`config.mk`:
```
export PLATFORM = sky130hd
export DESIGN_NAME = load_store_unit
export DESIGN_NICKNAME = d
export VERILOG_FILES = /design/src/rtl/load_store_unit.sv
export SDC_FILE = /design/constraint.sdc
export NUM_CORES = 1
export LEC_CHECK = 0
export CAP_MARGIN = 10
export CELL_PAD_IN_SITES_DETAIL_PLACEMENT = 0
export CELL_PAD_IN_SITES_GLOBAL_PLACEMENT = 1
export CORE_MARGIN = 3
export CORE_UTILIZATION = 35
export DETAILED_ROUTE_END_ITERATION = 16
export GPL_TIMING_DRIVEN = 1
export PLACE_DENSITY = 0.9
export SYNTH_ARGS = -nofsm -noshare
export SYNTH_HDL_FRONTEND = slang
export SYNTH_SLANG_ARGS = --single-unit
```
`constraint.sdc`:
```
create_clock -name clk -period 2.8 [get_ports clk]
set_input_delay 0.7 -clock clk [delete_from_list [all_inputs] [get_ports clk]]
set_output_delay 0.7 -clock clk [all_outputs]
set_load 0.1 [all_outputs]
```
`src/rtl/load_store_unit.sv`:
```
// Multi-cycle load/store engine: turns one control-unit request into a word-aligned
// memory transaction with byte strobes, extends load data and reports done/fault.
module load_store_unit #(
    parameter int unsigned ACK_TIMEOUT = 16
) (
    input  logic        clk,
    input  logic        reset,
    input  logic        cpu_valid,
    output logic        cpu_ready,
    input  logic        cpu_we,
    input  logic [2:0]  cpu_funct3,
    input  logic [31:0] cpu_addr,
    input  logic [31:0] cpu_wdata,
    output logic [31:0] cpu_rdata,
    output logic        cpu_done,
    output logic        cpu_fault,
    output logic        mem_req,
    output logic        mem_we,
    output logic [31:0] mem_addr,
    output logic [31:0] mem_wdata,
    output logic [3:0]  mem_wstrb,
    input  logic        mem_ack,
    input  logic [31:0] mem_rdata
);

    typedef enum logic [1:0] {
        IDLE,
        ACCESS,
        RESP
    } state_e;

    localparam logic [7:0] TIMEOUT_LAST = 8'(ACK_TIMEOUT - 1);

    state_e      state_q, state_d;
    logic        we_q, we_d;
    logic [2:0]  funct3_q, funct3_d;
    logic [31:0] addr_q, addr_d;
    logic [31:0] wdata_q, wdata_d;
    logic [31:0] rdata_q, rdata_d;
    logic        fault_q, fault_d;
    logic [7:0]  cnt_q, cnt_d;

    logic        req_legal;
    logic        req_aligned;
    logic [7:0]  load_byte;
    logic [15:0] load_half;
    logic [31:0] load_value;
    logic [3:0]  store_strb;
    logic [31:0] store_data;

    // Decode the incoming request: funct3 legality depends on load vs store,
    // alignment depends on access size (funct3[1:0]).
    always_comb begin
        req_legal   = 1'b0;
        req_aligned = 1'b1;
        case (cpu_funct3)
            3'b000, 3'b001, 3'b010: req_legal = 1'b1;
            3'b100, 3'b101:         req_legal = ~cpu_we;
            default:                req_legal = 1'b0;
        endcase
        case (cpu_funct3[1:0])
            2'b01:   req_aligned = ~cpu_addr[0];
            2'b10:   req_aligned = (cpu_addr[1:0] == 2'b00);
            default: req_aligned = 1'b1;
        endcase
    end

    always_comb begin
        load_byte  = mem_rdata[{addr_q[1:0], 3'b000} +: 8];
        load_half  = mem_rdata[{addr_q[1], 4'b0000} +: 16];
        load_value = mem_rdata;
        case (funct3_q)
            3'b000:  load_value = {{24{load_byte[7]}}, load_byte};
            3'b001:  load_value = {{16{load_half[15]}}, load_half};
            3'b100:  load_value = {24'h000000, load_byte};
            3'b101:  load_value = {16'h0000, load_half};
            default: load_value = mem_rdata;
        endcase
    end

    always_comb begin
        store_strb = 4'b1111;
        store_data = wdata_q;
        case (funct3_q[1:0])
            2'b00: begin
                store_strb = 4'b0001 << addr_q[1:0];
                store_data = {4{wdata_q[7:0]}};
            end
            2'b01: begin
                store_strb = 4'b0011 << addr_q[1:0];
                store_data = {2{wdata_q[15:0]}};
            end
            default: begin
                store_strb = 4'b1111;
                store_data = wdata_q;
            end
        endcase
    end

    // Memory outputs are combinational on state so an async reset drops mem_req at once.
    always_comb begin
        state_d   = state_q;
        we_d      = we_q;
        funct3_d  = funct3_q;
        addr_d    = addr_q;
        wdata_d   = wdata_q;
        rdata_d   = rdata_q;
        fault_d   = fault_q;
        cnt_d     = cnt_q;
        cpu_ready = 1'b0;
        cpu_done  = 1'b0;
        cpu_fault = 1'b0;
        mem_req   = 1'b0;
        mem_we    = 1'b0;
        mem_addr  = 32'h0;
        mem_wdata = 32'h0;
        mem_wstrb = 4'b0000;
        case (state_q)
            IDLE: begin
                cpu_ready = 1'b1;
                if (cpu_valid) begin
                    we_d     = cpu_we;
                    funct3_d = cpu_funct3;
                    addr_d   = cpu_addr;
                    wdata_d  = cpu_wdata;
                    cnt_d    = 8'd0;
                    if (req_legal && req_aligned) begin
                        fault_d = 1'b0;
                        state_d = ACCESS;
                    end else begin
                        fault_d = 1'b1;
                        state_d = RESP;
                    end
                end
            end
            ACCESS: begin
                mem_req  = 1'b1;
                mem_we   = we_q;
                mem_addr = {addr_q[31:2], 2'b00};
                if (we_q) begin
                    mem_wstrb = store_strb;
                    mem_wdata = store_data;
                end
                cnt_d = cnt_q + 8'd1;
                if (mem_ack) begin
                    if (!we_q) begin
                        rdata_d = load_value;
                    end
                    fault_d = 1'b0;
                    cnt_d   = 8'd0;
                    state_d = RESP;
                end else if (cnt_q == TIMEOUT_LAST) begin
                    fault_d = 1'b1;
                    cnt_d   = 8'd0;
                    state_d = RESP;
                end
            end
            RESP: begin
                cpu_done  = 1'b1;
                cpu_fault = fault_q;
                state_d   = IDLE;
            end
            default: state_d = IDLE;
        endcase
    end

    assign cpu_rdata = rdata_q;

    always_ff @(posedge clk or negedge reset) begin
        if (!reset) begin
            state_q  <= IDLE;
            we_q     <= 1'b0;
            funct3_q <= 3'b000;
            addr_q   <= 32'h0;
            wdata_q  <= 32'h0;
            rdata_q  <= 32'h0;
            fault_q  <= 1'b0;
            cnt_q    <= 8'd0;
        end else begin
            state_q  <= state_d;
            we_q     <= we_d;
            funct3_q <= funct3_d;
            addr_q   <= addr_d;
            wdata_q  <= wdata_d;
            rdata_q  <= rdata_d;
            fault_q  <= fault_d;
            cnt_q    <= cnt_d;
        end
    end

endmodule

```
; Word level (Yosys, flattened, before mapping)
; Cells that the tools add are included.
[classes]
shifts = 4
eq_ne = 15
n_bitwise = 3
muxes = 29
add_sub_neg = 1
reduce_logical = 14
[ops]
columns = cell, n
row1 = 32-bit case mux with 4 select lines, 1
row2 = 32-bit 2-to-1 mux, 3
row3 = 32-bit case mux with 2 select lines, 1
row4 = 32-bit by 6-bit indexed part select with 16-bit output, 1
row5 = 32-bit by 6-bit indexed part select with 8-bit output, 1
row6 = 8-bit 2-to-1 mux, 3
row7 = 8-bit case mux with 2 select lines, 1
row8 = "3-bit == test, second input constant", 4
row9 = 1-bit 2-to-1 mux, 9
row10 = "8-bit by 1-bit adder with 8-bit output, second input constant", 1
row11 = "8-bit by 4-bit == test with 1-bit output, second input constant", 1
row12 = 2-bit 2-to-1 mux, 4
row13 = 4-bit 2-to-1 mux, 2
row14 = 4-bit case mux with 2 select lines, 1
row15 = "2-bit by 1-bit == test with 1-bit output, second input constant", 3
row16 = "3-bit by 1-bit == test with 1-bit output, second input constant", 2
row17 = 2-bit zero test, 3
row18 = 3-bit zero test, 2
row19 = 1-bit case mux with 2 select lines, 3
row20 = 2-bit AND reduction, 3
row21 = 3-bit AND reduction, 2
row22 = "2-bit == test, second input constant", 2
row23 = 2-bit case mux with 2 select lines, 1
row24 = "1-bit by 2-bit << shifter with 4-bit output, first input constant", 1
row25 = other kinds (9), 11
[totals]
in_bits = 104
word_cells = 74
regBits = 111
out_inout_bits = 105

; Depth between registers and ports, before layout
[logic_depth]
depth_word = 7
depth_mapped = 7

; Worst setup path before layout
; OpenSTA, ideal clock, no wires.
[synth_timing]
path_kind = register -> output
startpoint = register addr_q[1]
endpoint = output mem_wstrb[1]
slack_ns = -0.537
path_stages_with_launch = 7
arrival_ns = 2.637
required_time_ns = 2.100
path_cell_list = dfrtp_1 > buf_2 > inv_1 > buf_2 > clkbuf_1 > o21ai_0 > a21oi_1
[synth_between]
elab_chain_len = 4
elab_cells_between_ends = 5
cone_classes = shift (2) / mux (3)
[synth_lines]
columns = item, line_no
row1 = "start, declared", 37  ; logic [31:0] addr_q, addr_d;
row2 = "start signal, assigned", 183  ; addr_q <= addr_d;
row3 = 2-bit by 2-bit << shifter with 4-bit output / 1-bit by 2-bit << shifter with 4-bit output (equally long branches), "90, 86"
row4 = 4-bit case mux with 2 select lines (*), 84  ; case (funct3_q[1:0])
row5 = 4-bit 2-to-1 mux (*), 140  ; if (we_q) begin
row6 = 4-bit 2-to-1 mux (*), 118  ; case (state_q)
row7 = "end, declared", 21  ; output logic [3:0] mem_wstrb,
; Every way passes the cells marked *; elsewhere a longest branch is shown, timed or not.

; Worst setup path after layout
[layout_timing]
startpoint = register state_q[0]
endpoint = output mem_wstrb[3]
[layout_between]
elab_chain_len = 2
[layout_lines]
columns = item, line_no
row1 = "start, declared", 34  ; state_e state_q, state_d;
row2 = "start signal, assigned", 180  ; state_q <= state_d;
row3 = 2-bit by 1-bit == test with 1-bit output, 118
row4 = 4-bit 2-to-1 mux, 118
; Every way passes these cells.

==> run summary <==
Data required, critical path: 2.10 ns
Buffers and inverters on the worst path: 2
Fmax achieved: 390 MHz
Min-delay worst type: in2async
# diodes: 0
CP Max Fanout: 29
Max cap viols: 0
Cell row count: 46
H-tree Lvls: 3
GPL Wtd Cong: 0.863
Power per cell area: 855 mW/mm^2
Maximum vdd drop: 0.746 mV
Placed cells: 1084
Fin crit share: 91.5%
Mapped Area: 0.00581 sq mm
Rel. slew slack: 31.1%
Crit-path slowest cell: dfrtp_1
Final WL: 18.7 mm
Final Hold Fails: 0
Vias: 5425
Nets: 987
DP HPWL: 13.7 mm
Clock buffer count from CTS: 9
Commonest non-fill, non-tap cell in the layout: nand2_1
Most frequent cells in the layout: 238 x nand2_1, 110 x dfrtp_1, 102 x clkdlybuf4s50_1
CP Class: reg2out
Post-layout min period: 2.56 ns
Crit. End Element: primary output
Reg-to-reg slack, setup: 0.72 ns
Setup TNS: 0 ns
P_leak: 4.21 nW
Slew Limit Fails: 0
Util after Layout: 56.1%
Yosys Warn Count: 0
Status: finished clean
Ports: 209
DP Area: 0.00872 sq mm
1st-pass router iterations: 5
Register area share after synthesis: 47.8%
Remaining global-route overflow: 0
# hold bufs at CTS: 0
Die width: 135 um
Worst EP arrival: 1.86 ns
First-pass GRT wire length: 29.6 mm
GRT Util Overall: 20.9%
Largest net degree at the start of global routing: 68
Unrepaired setup endpoints after global routing: false
# fillers: 1407
Die Footprint: 0.0182 sq mm
CP top delay family: buffers and inverters
Final Non-Filler Cells: 1100
Setup crit start kind: flip-flop
Worst-skew pair later-pin latency: 0.36 ns
Initial antenna violation count: 0
Final instance area: 0.00900 sq mm
CTS tree: yes
Post-Synthesis Cells: 694
Multi-input gate area: 0.00282 sq mm
Seq cells post-synth: 111
Post-CTS Repair Setup Buffers: 0
Critical path cell sequence: nor2b_2 -> nand2_1 -> buf_4 -> a21oi_1 -> buf_12
Area grow syn2layout: 54.9%
Setup violations, final: 0
Std-Cell Core Area: 0.0161 sq mm
Number of global-route vias before repair: 5403
Port buffer count: 206
Synth Area per Inst: 8.37 sq um
Iter 0 DRT Violations: 374
Clock transition at path regs: 0.07 ns
FF+latch area: 0.00278 sq mm
DR WL/cell: 17.0 um
Layout cells sized above 1: 20.2%
Synth cell types: 48
Initial Util: 36.2%
DIE HEIGHT: 135 um
Clk_skew: 0.00590 ns
ANT nets after route: 0
Clk root buf: clkbuf_16
Pin slew with the least headroom to its limit: 1.03 ns
Hold Slack: 0.345 ns
Clk sink count: 111
Slowest stage delay, CP: 0.45 ns
Post-CTS Resized: 0
DRC: 0
Vias per inst: 4.93
Clock buffer depth: 2
==> power breakdown <==
group          internal [W]  switching (W)  total (W)
clock network      0.000656       0.000603    0.00126
logic               0.00110        0.00292    0.00402
registers           0.00208       0.000333    0.00241
==> final cells by class <==
class	instances	share of cell area [%]
Tap cell	216	3.00
Multi-Input combinational cell	524	31.3
Clock inverter	4	0.333
Clock buffer	12	2.85
Inverter	8	0.333
Sequential cell	111	30.9
Timing Repair Buffer	225	31.3
==> worst paths after layout <==
path / cells past startpoint / from / end
hold reg to reg: 2 / addr_q[27] / addr_q[27]
hold / removal: 1 / reset / cpu_rdata[3]
min in group clk: 2 / addr_q[27] / addr_q[27]
setup / recovery: 5 / state_q[0] / mem_wstrb[3]
max in group asynchronous: 2 / reset / wdata_q[12]
setup reg to reg: 5 / funct3_q[1] / cpu_rdata[10]
==> logic make-up (layout without fill, tap and decap cells) <==
logic type | after synthesis | in the layout | share of synthesized area, %
buf+inv | 60 | 249 | 4.89
simple gates | 383 | 383 | 29.1
mux | 35 | 35 | 6.33
fa+ha+maj | 4 | 4 | 0.861
other cells | 1 | 2 | 0.0645
flops | 111 | 111 | 47.8
compound gates | 100 | 100 | 11.0
==> sequential cells by signal, indices dropped and copies added, names as in the netlist <==
register,cells
addr_q,32
cnt_q,8
cpu_rdata,32
fault_q,1
funct3_q,3
state_q,2
wdata_q,32
we_q,1
==> through the flow <==
step	setup slack (ns)	power, W
3_3_place_gp	0.483	0.00642
6_report	0.237	0.00770
2_1_floorplan	-0.337	0.00536
5_1_grt	0.119	0.00811
3_5_place_dp	0.438	0.00649
4_1_cts	0.192	0.00777
==> Yosys cell counts, drive strengths merged <==
| library cell | count | share of area (%) |
|---|---|---|
| a22o | 9 | 1.4 |
| or4 | 1 | 0.19 |
| and3 | 10 | 1.1 |
| nand3 | 38 | 3.3 |
| nor2 | 37 | 2.4 |
| clkbuf | 18 | 1.2 |
| nand2b | 1 | 0.24 |
| and3b | 1 | 0.15 |
| mux2 | 14 | 2.7 |
| nor2b | 11 | 1.2 |
| o22ai | 1 | 0.11 |
| a21o | 2 | 0.26 |
| a211o | 1 | 0.15 |
| and2 | 32 | 3.4 |
| or3 | 2 | 0.22 |
| o211ai | 3 | 0.56 |
| a222oi | 7 | 1.2 |
| dfrtp | 111 | 48 |
| nand3b | 1 | 0.13 |
| or2 | 1 | 0.11 |
| nand2 | 239 | 15 |
| inv | 8 | 0.52 |
| conb | 1 | 0.065 |
| o31ai | 1 | 0.13 |
| nor3 | 2 | 0.17 |
| a21oi | 34 | 2.9 |
| nor4 | 3 | 0.32 |
| a22oi | 7 | 0.90 |
| a211oi | 1 | 0.13 |
| nor3b | 2 | 0.45 |
| nand4b | 1 | 0.15 |
| o21ai | 31 | 2.7 |
| and2b | 1 | 0.15 |
| buf | 34 | 3.2 |
| mux2i | 21 | 3.6 |
| o311a | 2 | 0.37 |
| ha | 4 | 0.86 |
| o21bai | 1 | 0.13 |
==> per-layer routing <==
metal	global-route usage, %	part of all wire, %	vias to the layer above
met3	9.91	12	12
met2	32.8	46	203
met4	4.36	1.0	0
li1	-	-	2672
met1	26.5	41	2538
met5	0	0	-
Note: power is estimated with default switching activity, not from simulation.
